$ cat src/rtl/logic32_serial_pkg.sv
`default_nettype none
// ============================================================================
//  Module      : logic_pkg
//  Description : Shared op encodings, FSM state type and 1-bit op helper for
//                the bit-serial and parallel logic units.
//  Revision    : 1.0 - initial release
// ============================================================================
package logic_pkg;

    localparam logic [1:0] OP_AND = 2'b00;
    localparam logic [1:0] OP_OR  = 2'b01;
    localparam logic [1:0] OP_XOR = 2'b10;
    localparam logic [1:0] OP_NOR = 2'b11;

    typedef enum logic [1:0] {
        S_IDLE = 2'd0,
        S_RUN  = 2'd1,
        S_DONE = 2'd2
    } state_t;

    function automatic logic op_eval(input logic [1:0] op, input logic a, input logic b);
        logic y;
        y = 1'b0;
        case (op)
            OP_AND:  y = a & b;
            OP_OR:   y = a | b;
            OP_XOR:  y = a ^ b;
            OP_NOR:  y = ~(a | b);
            default: y = 1'b0;
        endcase
        return y;
    endfunction

endpackage
`default_nettype wire

$ cat src/rtl/logic32_serial_if.sv
`default_nettype none
// ============================================================================
//  Module      : logic32_serial_if
//  Description : Request/result bundle between a requester and the serial
//                logic unit.
//  Revision    : 1.0 - initial release
// ============================================================================
interface logic32_serial_if #(
    parameter int LENGTH = 32
) ();
    logic              start;
    logic [1:0]        op;
    logic [LENGTH-1:0] X;
    logic [LENGTH-1:0] Y;
    logic              busy;
    logic              done;
    logic [LENGTH-1:0] Z;

    modport master (
        output start, op, X, Y,
        input  busy, done, Z
    );

    modport slave (
        input  start, op, X, Y,
        output busy, done, Z
    );
endinterface
`default_nettype wire

$ cat src/rtl/logic32_serial_bit.sv
`default_nettype none
// ============================================================================
//  Module      : logic_bit
//  Description : Combinational 1-bit evaluator for AND/OR/XOR/NOR.
//  Revision    : 1.0 - initial release
// ============================================================================
module logic_bit
    import logic_pkg::*;
(
    input  wire logic [1:0] op,
    input  wire logic       a,
    input  wire logic       b,
    output logic            y
);

    always_comb begin
        y = op_eval(op, a, b);
    end

endmodule
`default_nettype wire

$ cat src/rtl/logic32_serial.sv
`default_nettype none
// ============================================================================
//  Module      : logic32_serial
//  Description : Bit-serial Z = X op Y, LSB first, one bit per clock, with a
//                start/busy/done handshake and a held result register.
//  Revision    : 1.0 - initial release
// ============================================================================
module logic32_serial
    import logic_pkg::*;
#(
    parameter int LENGTH = 32
) (
    input  wire logic       clk,
    input  wire logic       rst_n,
    logic32_serial_if.slave bus
);

    localparam int            CW     = $clog2(LENGTH);
    localparam logic [CW-1:0] c_last = CW'(LENGTH - 1);

    state_t            r_state;
    state_t            w_next;
    logic [CW-1:0]     r_cnt;
    logic [LENGTH-1:0] r_xs;
    logic [LENGTH-1:0] r_ys;
    logic [LENGTH-1:0] r_acc;
    logic [LENGTH-1:0] r_z;
    logic [1:0]        r_op;
    logic              r_busy;
    logic              r_done;
    logic              w_bit;
    logic              w_last;
    logic [LENGTH-1:0] w_acc_nxt;

    logic_bit u_bit (
        .op (r_op),
        .a  (r_xs[0]),
        .b  (r_ys[0]),
        .y  (w_bit)
    );

    assign w_last    = (r_cnt == c_last);
    assign w_acc_nxt = {w_bit, r_acc[LENGTH-1:1]};

    always_ff @(posedge clk) begin
        if (!rst_n) begin
            r_state <= S_IDLE;
        end else begin
            r_state <= w_next;
        end
    end

    always_comb begin
        w_next = r_state;
        case (r_state)
            S_IDLE:  if (bus.start) w_next = S_RUN;
            S_RUN:   if (w_last)    w_next = S_DONE;
            S_DONE:  w_next = S_IDLE;
            default: w_next = S_IDLE;
        endcase
    end

    // busy/done are decoded from the next state so they come out of flops.
    always_ff @(posedge clk) begin
        if (!rst_n) begin
            r_cnt  <= '0;
            r_xs   <= '0;
            r_ys   <= '0;
            r_acc  <= '0;
            r_z    <= '0;
            r_op   <= OP_AND;
            r_busy <= 1'b0;
            r_done <= 1'b0;
        end else begin
            r_busy <= (w_next != S_IDLE);
            r_done <= (w_next == S_DONE);
            case (r_state)
                S_IDLE: begin
                    if (bus.start) begin
                        r_xs  <= bus.X;
                        r_ys  <= bus.Y;
                        r_op  <= bus.op;
                        r_acc <= '0;
                        r_cnt <= '0;
                    end
                end
                S_RUN: begin
                    r_acc <= w_acc_nxt;
                    r_xs  <= r_xs >> 1;
                    r_ys  <= r_ys >> 1;
                    // Counter parks at the last index rather than wrapping.
                    if (w_last) begin
                        r_z <= w_acc_nxt;
                    end else begin
                        r_cnt <= r_cnt + CW'(1);
                    end
                end
                default: ;
            endcase
        end
    end

    assign bus.busy = r_busy;
    assign bus.done = r_done;
    assign bus.Z    = r_z;

endmodule
`default_nettype wire

$ cat src/flat_wrapper.sv
// flat-port wrapper written by rule: the top's interface ports become plain ports
module logic32_serial_flat import logic_pkg::*;
#(
    parameter int LENGTH = 32
)
  (clk, rst_n, bus_start, bus_op, bus_X, bus_Y, bus_busy, bus_done, bus_Z);
  logic32_serial_if #(.LENGTH(LENGTH)) bus_i ();
  input  wire logic clk;
  input  wire logic rst_n;
  input wire logic [$bits(bus_i.start)-1:0] bus_start;
  input wire logic [$bits(bus_i.op)-1:0] bus_op;
  input wire logic [$bits(bus_i.X)-1:0] bus_X;
  input wire logic [$bits(bus_i.Y)-1:0] bus_Y;
  output wire logic [$bits(bus_i.busy)-1:0] bus_busy;
  output wire logic [$bits(bus_i.done)-1:0] bus_done;
  output wire logic [$bits(bus_i.Z)-1:0] bus_Z;
  assign bus_i.start = bus_start;
  assign bus_i.op = bus_op;
  assign bus_i.X = bus_X;
  assign bus_i.Y = bus_Y;
  assign bus_busy = bus_i.busy;
  assign bus_done = bus_i.done;
  assign bus_Z = bus_i.Z;
  logic32_serial #(.LENGTH(LENGTH)) u_core (.clk(clk), .rst_n(rst_n), .bus(bus_i));
endmodule
$ cat config.mk
export PLATFORM = sky130hd
export DESIGN_NAME = logic32_serial_flat
export DESIGN_NICKNAME = d
export VERILOG_FILES = /design/src/rtl/logic32_serial_pkg.sv /design/src/rtl/logic32_serial_if.sv /design/src/rtl/logic32_serial_bit.sv /design/src/rtl/logic32_serial.sv /design/src/flat_wrapper.sv
export SDC_FILE = /design/constraint.sdc
export NUM_CORES = 1
export LEC_CHECK = 0
export ABC_AREA = 0
export BUFFER_PORTS_ARGS = -buffer_cell sky130_fd_sc_hd__clkbuf_2
export CORE_MARGIN = 2
export CORE_UTILIZATION = 25
export DETAILED_ROUTE_END_ITERATION = 16
export PLACE_DENSITY = 0.5
export RECOVER_POWER = 100
export SLEW_MARGIN = 25
export SYNTH_ARGS = -nofsm -noshare
export SYNTH_HDL_FRONTEND = slang
export SYNTH_HIERARCHICAL = 1
export SYNTH_SLANG_ARGS = --single-unit
$ cat constraint.sdc
create_clock -name clk -period 2.15 [get_ports clk]
set_clock_uncertainty 0.1 [all_clocks]
set_input_delay 0.5375 -clock clk [delete_from_list [all_inputs] [get_ports clk]]
set_output_delay 0.5375 -clock clk [all_outputs]
set_load 0.02 [all_outputs]
==> impl_metrics.csv <==
group,metric,value,unit
final_layout,stdcell_count,967,
min_path,hold_path_class,"primary input to flip-flop",
timing,slew_viol_final,0,
grt,top_usage_layer,"met2",
grt,grt_pass1_wl,21100,microns
yosys,synthDistinctLibCells,35,
timing,max_slew_margin,49.9,%
route,vias_per_cell,4.56,
clock_network,cts_buffers,17,
clock_network,cts_hold_buf,0,
yosys,ys_ff_latch,138,
yosys,synth_top_area_cell,"dfxtp_1",
final_layout,mostFrequentLayoutCells,"138 x dfxtp_1, 92 x nand2_1, 80 x a21oi_1",
clock_network,clock_path_buffers,2,
critical_path,critPathCaptureType,"flip-flop",
yosys,yosysTopAreaCellShare,52.3,%
grt,gr-usage-met3,3.82,%
timing,tightest_slew,752,ps
power,total_power,6.63,mW
grt,use_met1,16.7,%
critical_path,arrival,2100,ps
yosys,synth-main-ff-cell,"dfxtp_1",
yosys,synthTopCellsByArea,"dfxtp_1 52%, a21oi_1 7.6%, nand2_1 6.5%",
floorplan,die_h,149,microns
route,antenna_left,0,
clock_network,cts-root-buf,"clkbuf_16",
placement,hpwl,7990,microns
clock_network,cts_tree,"done",
yosys,ys_seq_area_share,52.3,%
flow_run,drv_cap,0,
grt,antenna_found_initial,0,
floorplan,rows,53,
power,ir_worst_vdd,480,uV
clock_network,clock_sinks,138,
yosys,synth_area,5280,sq um
floorplan,chipWidth,149,microns
clock_network,clkTransAtPathRegs,60,ps
clock_network,post_cts_buffers,0,
clock_network,clk_latency,420,ps
critical_path,required,2390,ps
floorplan,fp.coreArea,20900,sq um
yosys,netlist_instances,593,
critical_path,crit_path_max_fanout,5,
critical_path,start_kind,"flip-flop",
timing,period_share,86.4,%
timing,period_minus_slack,1860,ps
outcome,status,"complete, no violations",
route,drtPass1Iterations,6,
timing,max_freq,539,MHz
power,p_per_area,981,nW/um^2
placement,place_inst,935,
grt,grt_pass1_vias,4050,
placement,finalWeightedCongestion,0.699,
grt,grtUsageMet2,17.1,%
yosys,synth_edf_count,0,
route,drtIter0Drc,229,
timing,tns,0,ps
critical_path,crit_type,"flip-flop to flip-flop",
route,wl_per_cell,13.2,microns
route,drc,0,
grt,grt_max_degree,45,
timing,finalSetupViolations,0,
floorplan,io_pins,103,
yosys,synth.net_count,666,
placement,io_buffers,102,
final_layout,antenna_cells,0,
clock_network,cts.repair.resized,0,
power,power_leakage,2.61,nW
floorplan,die-area,22300,sq um
yosys,avgSynthCellArea,8.91,sq um
final_layout,drive_gt1_share,18.2,%
final_layout,nets,752,
yosys,synth-warning-count,6,
timing,finalHoldViolCount,0,
route,drt_wl_total,12800,microns
clock_network,h-tree-depth,4,
yosys,async_flop_share,0,%
grt,gr-total-overflow,0,
final_layout,final_common_cell,"dfxtp_1",
route,via_count,4410,
grt,track_usage,11.9,%
timing,rsz0062_at_grt,"no",
floorplan,initial_utilization,25.3,%
final_layout,area.growth.synth_to_final,28.0,%
-- routing by layer --
| metal | vias to the layer above | share of wire, % |
|---|---|---|
| met1 | 2025 | 53 |
| met5 | - | 0 |
| met3 | 13 | 4.4 |
| met2 | 88 | 42 |
| li1 | 2284 | - |
| met4 | 0 | 1.2 |
-- sequential cells by signal (all words and copies together) (netlist names) --
register,count
u_core/bus.Z,32
u_core/r_xs,32
u_core/r_ys,32
u_core/r_acc,31
u_core/r_cnt,5
u_core/r_op,2
u_core/r_state,2
u_core/bus.busy,1
u_core/bus.done,1
-- final cells by class --
type	instances	area [sq um]
clock inverters	14	243
flip-flops and latches	138	2760
clock buffers	18	429
multi-input cells	396	2270
inverters	3	11.3
well taps	275	344
repair buffers	123	704
fillers	2225	14100
-- cell families after synthesis --
group / count (synthesis) / synth area share, %
AOI/OAI and AO/OA: 246 / 28.3
xor gates and xnor gates: 1 / 0.166
adders and majority gates: 4 / 0.947
buffers and inverters: 59 / 5.21
DFF: 138 / 52.3
and+or+nand+nor: 145 / 13.0
-- stage by stage --
step / hold slack (ps) / area [sq um] / setup WS [ps] / util, %
global route: 217 / 6760 / 121 / 32.4
CTS: 213 / 6810 / 300 / 32.6
floorplan: 347 / 5280 / 207 / -
detailed placement: 358 / 6140 / 307 / 29.4
global placement: 358 / 6140 / 319 / 29.4
finish: 233 / 6760 / 293 / 32.4
-- report_power, final --
part / switching [mW] / total, mW / leakage (nW) / internal, mW
registers: 0.0562 / 2.73 / 1.13 / 2.68
logic: 0.318 / 0.538 / 1.16 / 0.220
clock network: 1.17 / 3.36 / 0.323 / 2.19
-- critical path, stage by stage (launching register included) --
cell and delay [ps]:
dfxtp_1 340, ha_1 210, and3_1 180, ha_1 180, and2_1 160, or4_1 460
a21oi_1 150
-- path summary, 6_finish.rpt --
check | startpoint | to | slack, ps | depth (start not counted)
worst max-delay path | u_core/r_cnt[0]$_SDFFE_PN0P_ | u_core/r_cnt[3]$_SDFFE_PN0P_ | 290 | 6
worst min-delay path | bus_Y[30] | u_core/r_ys[30]$_SDFFE_PN0P_ | 230 | 3
worst max register to register | u_core/r_cnt[0]$_SDFFE_PN0P_ | u_core/r_cnt[3]$_SDFFE_PN0P_ | 290 | 6
worst min register to register | u_core/r_xs[18]$_SDFFE_PN0P_ | u_core/r_xs[18]$_SDFFE_PN0P_ | 370 | 2
-- cell usage after synthesis (all sizes together) (3+ instances only) --
library cell / instances
ha: 4
buf: 34
a22o: 31
and3: 3
a21oi: 80
dfxtp: 138
a31oi: 24
a22oi: 33
o21ai: 66
a21boi: 5
and2: 3
nand2: 92
inv: 3
clkbuf: 22
nor2b: 36
Note: power is estimated with default switching activity, not from simulation.
